## src/rtl/input_conditioner_array.sv

```systemverilog
// Multi-channel input conditioner: 2-flop synchroniser, debounce and registered edge pulses per channel.
// Each channel is independent; an optional per-channel bypass skips the debounce window.
module input_conditioner_array #(
    parameter int unsigned          CHANNELS     = 4,
    parameter int unsigned          WAITTIME     = 3,
    parameter int unsigned          COUNTERWIDTH = 3,
    parameter logic [CHANNELS-1:0]  RESETVAL     = '0
) (
    input  logic                clk,
    input  logic                reset,
    input  logic [CHANNELS-1:0] noisysignal,
    input  logic [CHANNELS-1:0] bypass,
    output logic [CHANNELS-1:0] conditioned,
    output logic [CHANNELS-1:0] positiveedge,
    output logic [CHANNELS-1:0] negativeedge,
    output logic [CHANNELS-1:0] syncout
);

    localparam logic [COUNTERWIDTH-1:0] WAIT_C = COUNTERWIDTH'(WAITTIME);
    localparam logic [COUNTERWIDTH-1:0] ONE_C  = COUNTERWIDTH'(1);

    logic [CHANNELS-1:0] sync0;
    logic [CHANNELS-1:0] sync1;

    // Two-stage synchroniser for all channels
    always_ff @(posedge clk or posedge reset) begin
        if (reset) begin
            sync0 <= RESETVAL;
            sync1 <= RESETVAL;
        end else begin
            sync0 <= noisysignal;
            sync1 <= sync0;
        end
    end

    assign syncout = sync1;

    for (genvar i = 0; i < CHANNELS; i++) begin : g_ch
        logic [COUNTERWIDTH-1:0] count_q;
        logic [COUNTERWIDTH-1:0] count_d;
        logic                    cond_q;
        logic                    cond_d;
        logic                    rise_q;
        logic                    rise_d;
        logic                    fall_q;
        logic                    fall_d;

        // Any match with the committed level restarts the count; a full mismatch window commits
        always_comb begin
            count_d = '0;
            cond_d  = cond_q;
            rise_d  = 1'b0;
            fall_d  = 1'b0;
            if (sync1[i] != cond_q) begin
                if (bypass[i] || (count_q == WAIT_C)) begin
                    cond_d = sync1[i];
                    rise_d = sync1[i];
                    fall_d = ~sync1[i];
                end else begin
                    count_d = count_q + ONE_C;
                end
            end
        end

        always_ff @(posedge clk or posedge reset) begin
            if (reset) begin
                count_q <= '0;
                cond_q  <= RESETVAL[i];
                rise_q  <= 1'b0;
                fall_q  <= 1'b0;
            end else begin
                count_q <= count_d;
                cond_q  <= cond_d;
                rise_q  <= rise_d;
                fall_q  <= fall_d;
            end
        end

        assign conditioned[i]  = cond_q;
        assign positiveedge[i] = rise_q;
        assign negativeedge[i] = fall_q;
    end

endmodule

```

## config.mk

```make
export PLATFORM = sky130hd
export DESIGN_NAME = input_conditioner_array
export DESIGN_NICKNAME = d
export VERILOG_FILES = /design/src/rtl/input_conditioner_array.sv
export SDC_FILE = /design/constraint.sdc
export NUM_CORES = 1
export LEC_CHECK = 0
export CORE_ASPECT_RATIO = 1.2
export CORE_MARGIN = 2
export CORE_UTILIZATION = 30
export CTS_BUF_LIST = sky130_fd_sc_hd__clkbuf_4 sky130_fd_sc_hd__clkbuf_8
export CTS_CLUSTER_SIZE = 28
export DETAILED_ROUTE_END_ITERATION = 10
export PLACE_DENSITY = 0.52
export SLEW_MARGIN = 10
export SYNTH_ARGS = -nofsm -noshare
export SYNTH_HDL_FRONTEND = slang
export SYNTH_SLANG_ARGS = --single-unit
export TNS_END_PERCENT = 20
```

## constraint.sdc

```tcl
create_clock -name clk -period 1.9 [get_ports clk]
set_input_delay 0.38 -clock clk [delete_from_list [all_inputs] [get_ports clk]]
set_output_delay 0.38 -clock clk [all_outputs]
set_load 0.02 [all_outputs]
```

* Yosys cells after proc, flatten, opt, wreduce, memory -nomap -nowiden *
Cells that the tools add are included.
W data, S select, Z words.

storage, ports and cells
  register bits after elaboration = 32
  input bits = 10
  logic and storage cells = 66

operators by class
  add/subtract/negate cells = 4
  equal/unequal tests = 8
  muxes and demuxes = 24
  bitwise gates (word level) = 4
  reductions and logical operators = 8

operators by type and width
  operator               number
  $mux W3                8
  $mux W1                16
  $add A3 B1 Y3 const B  4
  $eq A3 B2 Y1 const B   4
  $reduce_and A2 Y1      4
  $logic_or A1 B1 Y1     4
  $ne A1 B1 Y1           4
  $not A1 Y1             4

* Depth between registers and ports, before layout *
Gate-level depths: netlist of run 1.

  depth in word-level cells = 4
  depth in mapped cells = 4
  depth with buffers taken out = 4

* Worst setup path after synthesis of run 1 *
OpenSTA, ideal clock, no wires.

  path kind = reg2reg
  start = register g_ch[0].count_q[0]
  end = register g_ch[0].cond_q
  arrival time = 1.241 ns
  data required time = 1.775 ns
  setup slack = 0.535 ns
  cell stages (with the launch flop) = 5
  cells stage by stage = dfrtp_1 -> ha_1 -> ha_1 -> nor2_2 -> mux2_2

between the ends
  word-level cells in the longest chain between the ends = 3

ends and longest elaborated chain
  what                                RTL line  text
  start, declared                     39        logic [COUNTERWIDTH-1:0] count_q;
  start signal, assigned              72        count_q <= count_d;
  $eq A3 B2 Y1                        55        if (bypass[i] || (count_q == WAIT_C)) begin
  $logic_or A1 B1 Y1                  55
  $reduce_and A2 Y1 (no source line)  --
  end signal, assigned                68        cond_q <= RESETVAL[i];
  end signal, assigned                73        cond_q <= cond_d;
  end, declared                       41        logic cond_q;

Every way passes these cells.
A chain may end at the register's enable or synchronous reset.

* Worst setup path in the final report of run 1 *
  start = register sync1[0], in the netlist syncout[0]
  end = output port syncout[0]

RTL lines
  what                    RTL line  text
  start, declared         23        logic [CHANNELS-1:0] sync1;
  start signal, assigned  32        sync1 <= sync0;
  end, declared           16        output logic [CHANNELS-1:0] syncout

No word-level cell between the ends.

==> results.cfg, run 1 <==
[run_status]
status = finished clean

[place]
dpl.hpwl_mm = 1.24
dpl_cell_area_sq_mm = 0.00150
port_buffers = 25
gp_congestion = 0.680

[floorplanning]
rows = 25
die_w_microns = 63.2
die_area_sq_mm = 0.00474
die_y_microns = 75.0
initial_core_util_pct = 31.7
core_sq_mm = 0.00397
io_pins = 26

[drt]
drc = 0
wl_met2_microns = 866
drt-total-wl_mm = 1.75
wl_met1_microns = 733
vias = 665
highest_layer = met4
wl_per_cell_microns = 10.6
first_iter_violations = 5
ant_nets = 0
via_per_inst = 4.03
drt_first_pass_iters = 2
wl_met3_microns = 119

[synth]
synth_area_sq_mm = 0.00126
syn-num-nets = 107
avgSynthCellArea_sq_um = 14.2
yosysSeqAreaShare_pct = 63.6
ys_ff_latch = 32
synth_flop_cell = dfrtp_1
yosys.area.top_type = dfrtp_1
synth_area_leaders = dfrtp_1 (64%), ha_1 (7.9%), buf_4 (7.1%)
synthTopCellsByCount = dfrtp_1 (32), buf_4 (12), ha_1 (8), nor3b_1 (8), nor4_1 (8)
synth_edf_count = 0
synthDominantCellAreaShare_pct = 63.6
synthCells = 89
yosysWarnings = 0
synthArstFlopShare_pct = 100
yosysMostFrequentCell = dfrtp_1
synth_cell_types = 10

[finish]
layout-drive-gt1-share_pct = 15.3
fillerInstances = 386
diodes = 0
area_growth_syn_to_layout_pct = 27.5
stdcell_area_sq_mm = 0.00161
nNetsFinal = 128

[grt]
grt_max_degree = 33
grt_pass1_wl_mm = 3.08
antenna_found_initial = 0
grt_pass1_vias = 701
grt.total_usage_pct = 8.96
grt_overflow = 0

[timing]
rsz0062_at_grt = false
post-route-min-period_ns = 1.71
setup_viol = 0
tightest_slew_ns = 0.395
hold_viol_final = 0
fmax_ghz = 0.584
fin_setup_tns_ns = 0
clock_skew_ns = 0.00472
fin_crit_sh_pct = 90.1
slew_viol_final = 0
fin_hold_ws_ns = 0.349
max_slew_margin_pct = 73.7

[critical_path]
arrival_ns = 1.33
r2r-start = g_ch[3].count_q[0]
start_kind = flop
crit_type = flop to output port
crit_path_end_kind = output port
path_buf_inv = 1
slowest_stage = clkdlybuf4s50_1
critical_path.top_delay_family = buffers and inverters
reg2regPathDepth = 4
timing.critical_path.required_ns = 1.52
max_stage_delay_ns = 0.63
r2r_slack_ns = 0.43
cp_max_fo = 5
crit_chain = clkdlybuf4s50_1
reg2reg_to = g_ch[3].cond_q

[min_path]
hp-start = sync0[1]
hp-class = flop to flop
whs_endpoint = syncout[1]
holdPathStages = 0

[clock_tree]
cts_setup_buffers = 0
clkTransAtPathRegs_ns = 0.07
cts_tree = built
htreeDepth = 2
cts-root-buf = clkbuf_8
numCtsBuffers = 5
cts-resized-gates = 0
clock_path_buffers = 2
cts_hold_buffers = 0
clk_latency_ns = 0.28
cts_num_sinks = 32

[pwr]
power_w = 0.00157
power.leakage_nw = 0.717
pwr-share-clk_pct = 40.5
vdd_ir_drop_max_uv = 407
power_frac_comb_pct = 11.5
switchingPower_w = 0.000363
p_per_area_mw_per_mm2 = 978
switching_share_pct = 23.1
seq_power_share_pct = 48.0
p_int_w = 0.00121

[job]
cap_viol_max_count = 0
## flip-flops by register name (all words and copies together) (netlist names)
| signal | flops |
|---|---|
| sync0 | 4 |
| g_ch.rise_q | 4 |
| g_ch.fall_q | 4 |
| g_ch.cond_q | 4 |
| g_ch.count_q | 12 |
| syncout | 4 |
## cell families after synthesis
family                     count (synthesis)  share of synthesized area [%]
buffers and inverters                     17                           8.64
adders and majority gates                  8                           7.94
and+or+nand+nor                           24                           13.5
muxes                                      4                           3.57
DFF                                       32                           63.6
xor gates and xnor gates                   4                           2.78
## through the flow
stage	setup WS, ns	utilization (%)	cells
global placement	0.411	37.6	157
detailed placement	0.392	37.6	157
floorplan	0.535	-	89
global route	0.105	40.4	165
CTS	0.173	40.4	165
finish	0.189	40.4	165
## how the worst max path moves through the flow
stage / from / to / slack [ns] / cells past startpoint
6_report: syncout[0] / syncout[0] / 0.19 / 1
5_1_grt: syncout[2] / syncout[2] / 0.10 / 1
4_1_cts: syncout[0] / syncout[0] / 0.17 / 1
3_5_place_dp: bypass[3] / g_ch[3].cond_q / 0.39 / 3
3_3_place_gp: bypass[2] / g_ch[2].cond_q / 0.41 / 3
2_1_floorplan: g_ch[0].count_q[0] / g_ch[0].cond_q / 0.53 / 4
## layout by cell type (no fill, tap or decap)
cell type / count
nor4_1: 8
buf_4: 1
nor2_2: 4
and3b_1: 4
inv_1: 5
bufinv_16: 1
clkinv_2: 1
mux2_2: 4
ha_1: 8
clkinvlp_4: 1
nor3b_1: 8
clkbuf_8: 5
dfrtp_1: 32
clkdlybuf4s50_1: 25
xnor2_1: 4
## metal layers
layer  track usage, %  vias up
met1             9.50      309
met4             5.93        0
met3             4.63        4
li1                 -      334
met5                0        -
met2             14.2       18
## power groups by stage
stage / clock network, W / registers, W / logic, W
final: 0.000636 / 0.000754 / 0.000181
after global routing: 0.000698 / 0.000760 / 0.000200
after CTS: 0.000659 / 0.000755 / 0.000185
after detailed placement: 0 / 0.000768 / 0.000184
after global placement: 0 / 0.000766 / 0.000182
after floorplan: 0 / 0.000766 / 0.000122
## area by class of cell
type,count,area (sq um),area share (%)
flip-flops and latches,32,801,49.8
multi-input cells,40,350,21.8
repair buffers,26,258,16.0
clock buffers,5,68.8,4.28
well taps,54,67.6,4.21
clock inverters,3,42.5,2.65
inverters,5,18.8,1.17
Note: power is estimated with default switching activity, not from simulation.
==> inputs of run 2 (changes only) <==
--- a/config.mk
+++ b/config.mk
@@ -11,7 +11,6 @@
 export CTS_BUF_LIST = sky130_fd_sc_hd__clkbuf_4 sky130_fd_sc_hd__clkbuf_8
 export CTS_CLUSTER_SIZE = 28
 export DETAILED_ROUTE_END_ITERATION = 10
-export PLACE_DENSITY = 0.52
 export SLEW_MARGIN = 10
 export SYNTH_ARGS = -nofsm -noshare
 export SYNTH_HDL_FRONTEND = slang
==> results.cfg, run 2 (synthesis results as in run 1) <==
[finish]
layout_commonest_cell = dfrtp_1
fin_cells = 166
regMostFlops = g_ch.count_q
post-route-util_pct = 40.3
layout-drive-gt1-share_pct = 16.1
final_cell_mix = dfrtp_1 (32), clkdlybuf4s50_1 (25), nor4_1 (8), nor3b_1 (8), ha_1 (8)
diodes = 0
area_growth_syn_to_layout_pct = 27.0
largest_reg_flops = 12
nNetsFinal = 129
fillerInstances = 397

[floorplanning]
die_w_microns = 63.2
rows = 25
initial_core_util_pct = 31.7
die_area_sq_mm = 0.00474
die_y_microns = 75.0
core_sq_mm = 0.00397
io_pins = 26

[timing]
tightest_slew_ns = 0.363
max_slew_margin_pct = 75.8
fin_crit_sh_pct = 90.2
clock_skew_ns = 0.00378
hold_viol_final = 0
fin_setup_tns_ns = 0
setup_viol = 0
post-route-min-period_ns = 1.71
slew_viol_final = 0
fmax_ghz = 0.583
finalWorstSetupSlack_ns = 0.186
rsz0062_at_grt = false

[run_status]
status = finished clean

[drt]
first_iter_violations = 25
drt_first_pass_iters = 3
drc = 0
drt-total-wl_mm = 1.82
ant_nets = 0
wl_per_cell_microns = 11.0
vias = 692
via_per_inst = 4.17

[critical_path]
r2r_slack_ns = 0.44
timing.critical_path.required_ns = 1.52
crit_path_end_kind = output port
r2r-start = g_ch[3].count_q[0]
arrival_ns = 1.33
path_buf_inv = 1
reg2reg_to = g_ch[3].cond_q
start_kind = flop
slowest_stage = clkdlybuf4s50_1
crit_type = flop to output port
startpoint = syncout[0]
crit_chain = clkdlybuf4s50_1
critical_path.top_delay_family = buffers and inverters
cp_max_fo = 5
max_stage_delay_ns = 0.64
reg2regPathDepth = 4

[place]
dp_cells = 158
gp_congestion = 0.643
pre_cts_slack_ns = 0.396
dpl.hpwl_mm = 1.39
port_buffers = 25

[clock_tree]
clkTransAtPathRegs_ns = 0.06
cts_num_sinks = 32
cts-root-buf = clkbuf_8
cts_tree = built
cts_hold_buffers = 0
clock_path_buffers = 2
numCtsBuffers = 5
cts_setup_buffers = 0
clk_latency_ns = 0.27
htreeDepth = 2
cts-resized-gates = 0

[pwr]
vdd_ir_drop_max_uv = 465
power.leakage_nw = 0.716
p_per_area_mw_per_mm2 = 919
power_w = 0.00147

[min_path]
whs_endpoint = syncout[0]
holdPathStages = 0
hp-class = flop to flop
hp-start = sync0[0]

[job]
cap_viol_max_count = 0

[grt]
grt_pass1_vias = 697
grt_max_degree = 15
grt_overflow = 0
grt_pass1_wl_mm = 3.17
grt.total_usage_pct = 9.20
antenna_found_initial = 0
run 2: cell count changes in the layout (fill, tap and decap cells not counted):
| cell | before | now |
|---|---|---|
| clkinv_2 | 1 | 0 |
| clkbuf_8 | 5 | 6 |
| bufinv_16 | 1 | 0 |
| buf_4 | 1 | 2 |
| clkbuf_4 | 0 | 1 |
run 2: through the flow:
stage	hold WS (ns)	cell area (sq um)
floorplan	0.331	1260
global placement	0.333	1500
detailed placement	0.336	1500
CTS	0.351	1600
global route	0.355	1600
finish	0.349	1600
run 2: worst max-delay path by stage:
stage | depth (start not counted) | endpoint | slack, ns
after floorplan | 4 | g_ch[0].cond_q | 0.53
after global placement | 3 | g_ch[3].cond_q | 0.42
after detailed placement | 3 | g_ch[3].cond_q | 0.40
after CTS | 1 | syncout[0] | 0.16
after global routing | 1 | syncout[0] | 0.12
final | 1 | syncout[0] | 0.19
run 2: final cells by class:
class                   count  area [sq um]  share of cell area, %
clock buffers               7          90.1                   5.63
flip-flops and latches     32           801                   50.0
clock inverters             1          7.51                  0.469
well taps                  54          67.6                   4.22
repair buffers             27           265                   16.6
multi-input cells          40           350                   21.9
inverters                   5          18.8                   1.17
run 2: metal layers:
layer | GRT usage (%) | vias up | share of wire (%)
met3 | 5.08 | 6 | 7.2
met2 | 14.4 | 21 | 48
met4 | 4.44 | 0 | 2.2
met5 | 0 | - | 0
li1 | - | 337 | -
met1 | 10.3 | 328 | 42
run 2: where the power goes:
group          switching, W  leakage (nW)  internal, W
Combinational     0.0000862         0.257    0.0000969
Clock              0.000224        0.0479     0.000308
Sequential        0.0000295         0.411     0.000725
==> inputs of run 3 (changes only) <==
--- a/config.mk
+++ b/config.mk
@@ -8,7 +8,6 @@
 export CORE_ASPECT_RATIO = 1.2
 export CORE_MARGIN = 2
 export CORE_UTILIZATION = 30
-export CTS_BUF_LIST = sky130_fd_sc_hd__clkbuf_4 sky130_fd_sc_hd__clkbuf_8
 export CTS_CLUSTER_SIZE = 28
 export DETAILED_ROUTE_END_ITERATION = 10
 export SLEW_MARGIN = 10
==> results.cfg, run 3 (synthesis results as in run 1) <==
[critical_path]
start_kind = flop
path_buf_inv = 1
r2r_slack_ns = 0.44
critical_path.top_delay_family = buffers and inverters
arrival_ns = 1.33
timing.critical_path.required_ns = 1.52
max_stage_delay_ns = 0.64
crit_type = flop to output port
cp_max_fo = 5
slowest_stage = clkdlybuf4s50_1
crit_chain = clkdlybuf4s50_1
crit_path_end_kind = output port

[drt]
drc = 0
vias = 694
drt-total-wl_mm = 1.82
wl_per_cell_microns = 11.0
ant_nets = 0
first_iter_violations = 30
via_per_inst = 4.18
wl_met1_microns = 757
wl_met2_microns = 890
highest_layer = met4
wl_met3_microns = 130
drt_first_pass_iters = 3

[finish]
fillerInstances = 397
nNetsFinal = 129
regMostFlops = g_ch.count_q
area_growth_syn_to_layout_pct = 26.7
final_cell_mix = dfrtp_1 (32), clkdlybuf4s50_1 (25), nor4_1 (8), nor3b_1 (8), ha_1 (8)
post-route-util_pct = 40.2
largest_reg_flops = 12
layout_commonest_cell = dfrtp_1
layout-drive-gt1-share_pct = 15.2
diodes = 0
stdcell_area_sq_mm = 0.00160

[clock_tree]
cts-root-buf = clkbuf_8
clkTransAtPathRegs_ns = 0.06
clk_latency_ns = 0.27
cts_hold_buffers = 0
cts_num_sinks = 32
numCtsBuffers = 5
clock_path_buffers = 2
cts-resized-gates = 0
cts_setup_buffers = 0
cts_tree = built
htreeDepth = 2

[timing]
setup_viol = 0
hold_viol_final = 0
post-route-min-period_ns = 1.71
clock_skew_ns = 0.00341
fin_crit_sh_pct = 90.2
tightest_slew_ns = 0.363
fmax_ghz = 0.583
max_slew_margin_pct = 75.8
rsz0062_at_grt = false
fin_setup_tns_ns = 0
slew_viol_final = 0

[job]
cap_viol_max_count = 0

[floorplanning]
die_area_sq_mm = 0.00474
rows = 25
die_y_microns = 75.0
io_pins = 26
die_w_microns = 63.2
initial_core_util_pct = 31.7
core_sq_mm = 0.00397

[place]
dpl_cell_area_sq_mm = 0.00150
gp_congestion = 0.643
dpl.hpwl_mm = 1.39
port_buffers = 25

[grt]
grt_pass1_wl_mm = 3.17
antenna_found_initial = 0
grt_pass1_vias = 703
grt.total_usage_pct = 9.20
grt_overflow = 0
grt_max_degree = 15

[pwr]
power.leakage_nw = 0.712
vdd_ir_drop_max_uv = 465
p_per_area_mw_per_mm2 = 911

[run_status]
status = finished clean

[min_path]
hp-class = flop to flop
run 3: cell count changes in the layout (fill, tap and decap cells not counted):
| cell | before | now |
|---|---|---|
| clkbuf_1 | 0 | 1 |
| clkbuf_4 | 1 | 0 |
run 3: final cells by class:
cell class	instances	area (sq um)	area share, %
repair buffers	27	265	16.6
clock inverters	1	7.51	0.470
inverters	5	18.8	1.18
flip-flops and latches	32	801	50.2
well taps	54	67.6	4.23
multi-input cells	40	350	21.9
clock buffers	7	86.3	5.41
run 3: per-layer routing:
layer  GRT usage [%]  up-vias
met5               0        -
met4            4.44        0
met3            5.08        6
met2            14.4       21
met1            10.3      330
li1                -      337
run 3: power by group:
| part | internal, W | switching, W | total [W] | leakage, nW |
|---|---|---|---|---|
| Sequential | 0.000725 | 0.0000295 | 0.000755 | 0.411 |
| Combinational | 0.0000969 | 0.0000861 | 0.000183 | 0.257 |
| Clock | 0.000294 | 0.000223 | 0.000517 | 0.0445 |
run 3: worst paths after layout:
path | startpoint | end | depth (start not counted)
worst max register to register | g_ch[3].count_q[0] | g_ch[3].cond_q | 4
worst min register to register | sync0[0] | syncout[0] | 0
worst min-delay path | sync0[0] | syncout[0] | 0
worst max-delay path | syncout[0] | syncout[0] | 1
min in group asynchronous | reset | sync0[1] | 2
max in group asynchronous | reset | g_ch[0].cond_q | 3
run 3: through the flow:
stage	power (W)	instances	hold WS, ns	worst slack [ns]
after global routing	0.00155	166	0.355	0.124
after floorplan	0.000888	89	0.331	0.535
final	0.00145	166	0.349	0.186
after global placement	0.000948	158	0.333	0.416
after CTS	0.00149	166	0.351	0.158
after detailed placement	0.000956	158	0.336	0.396
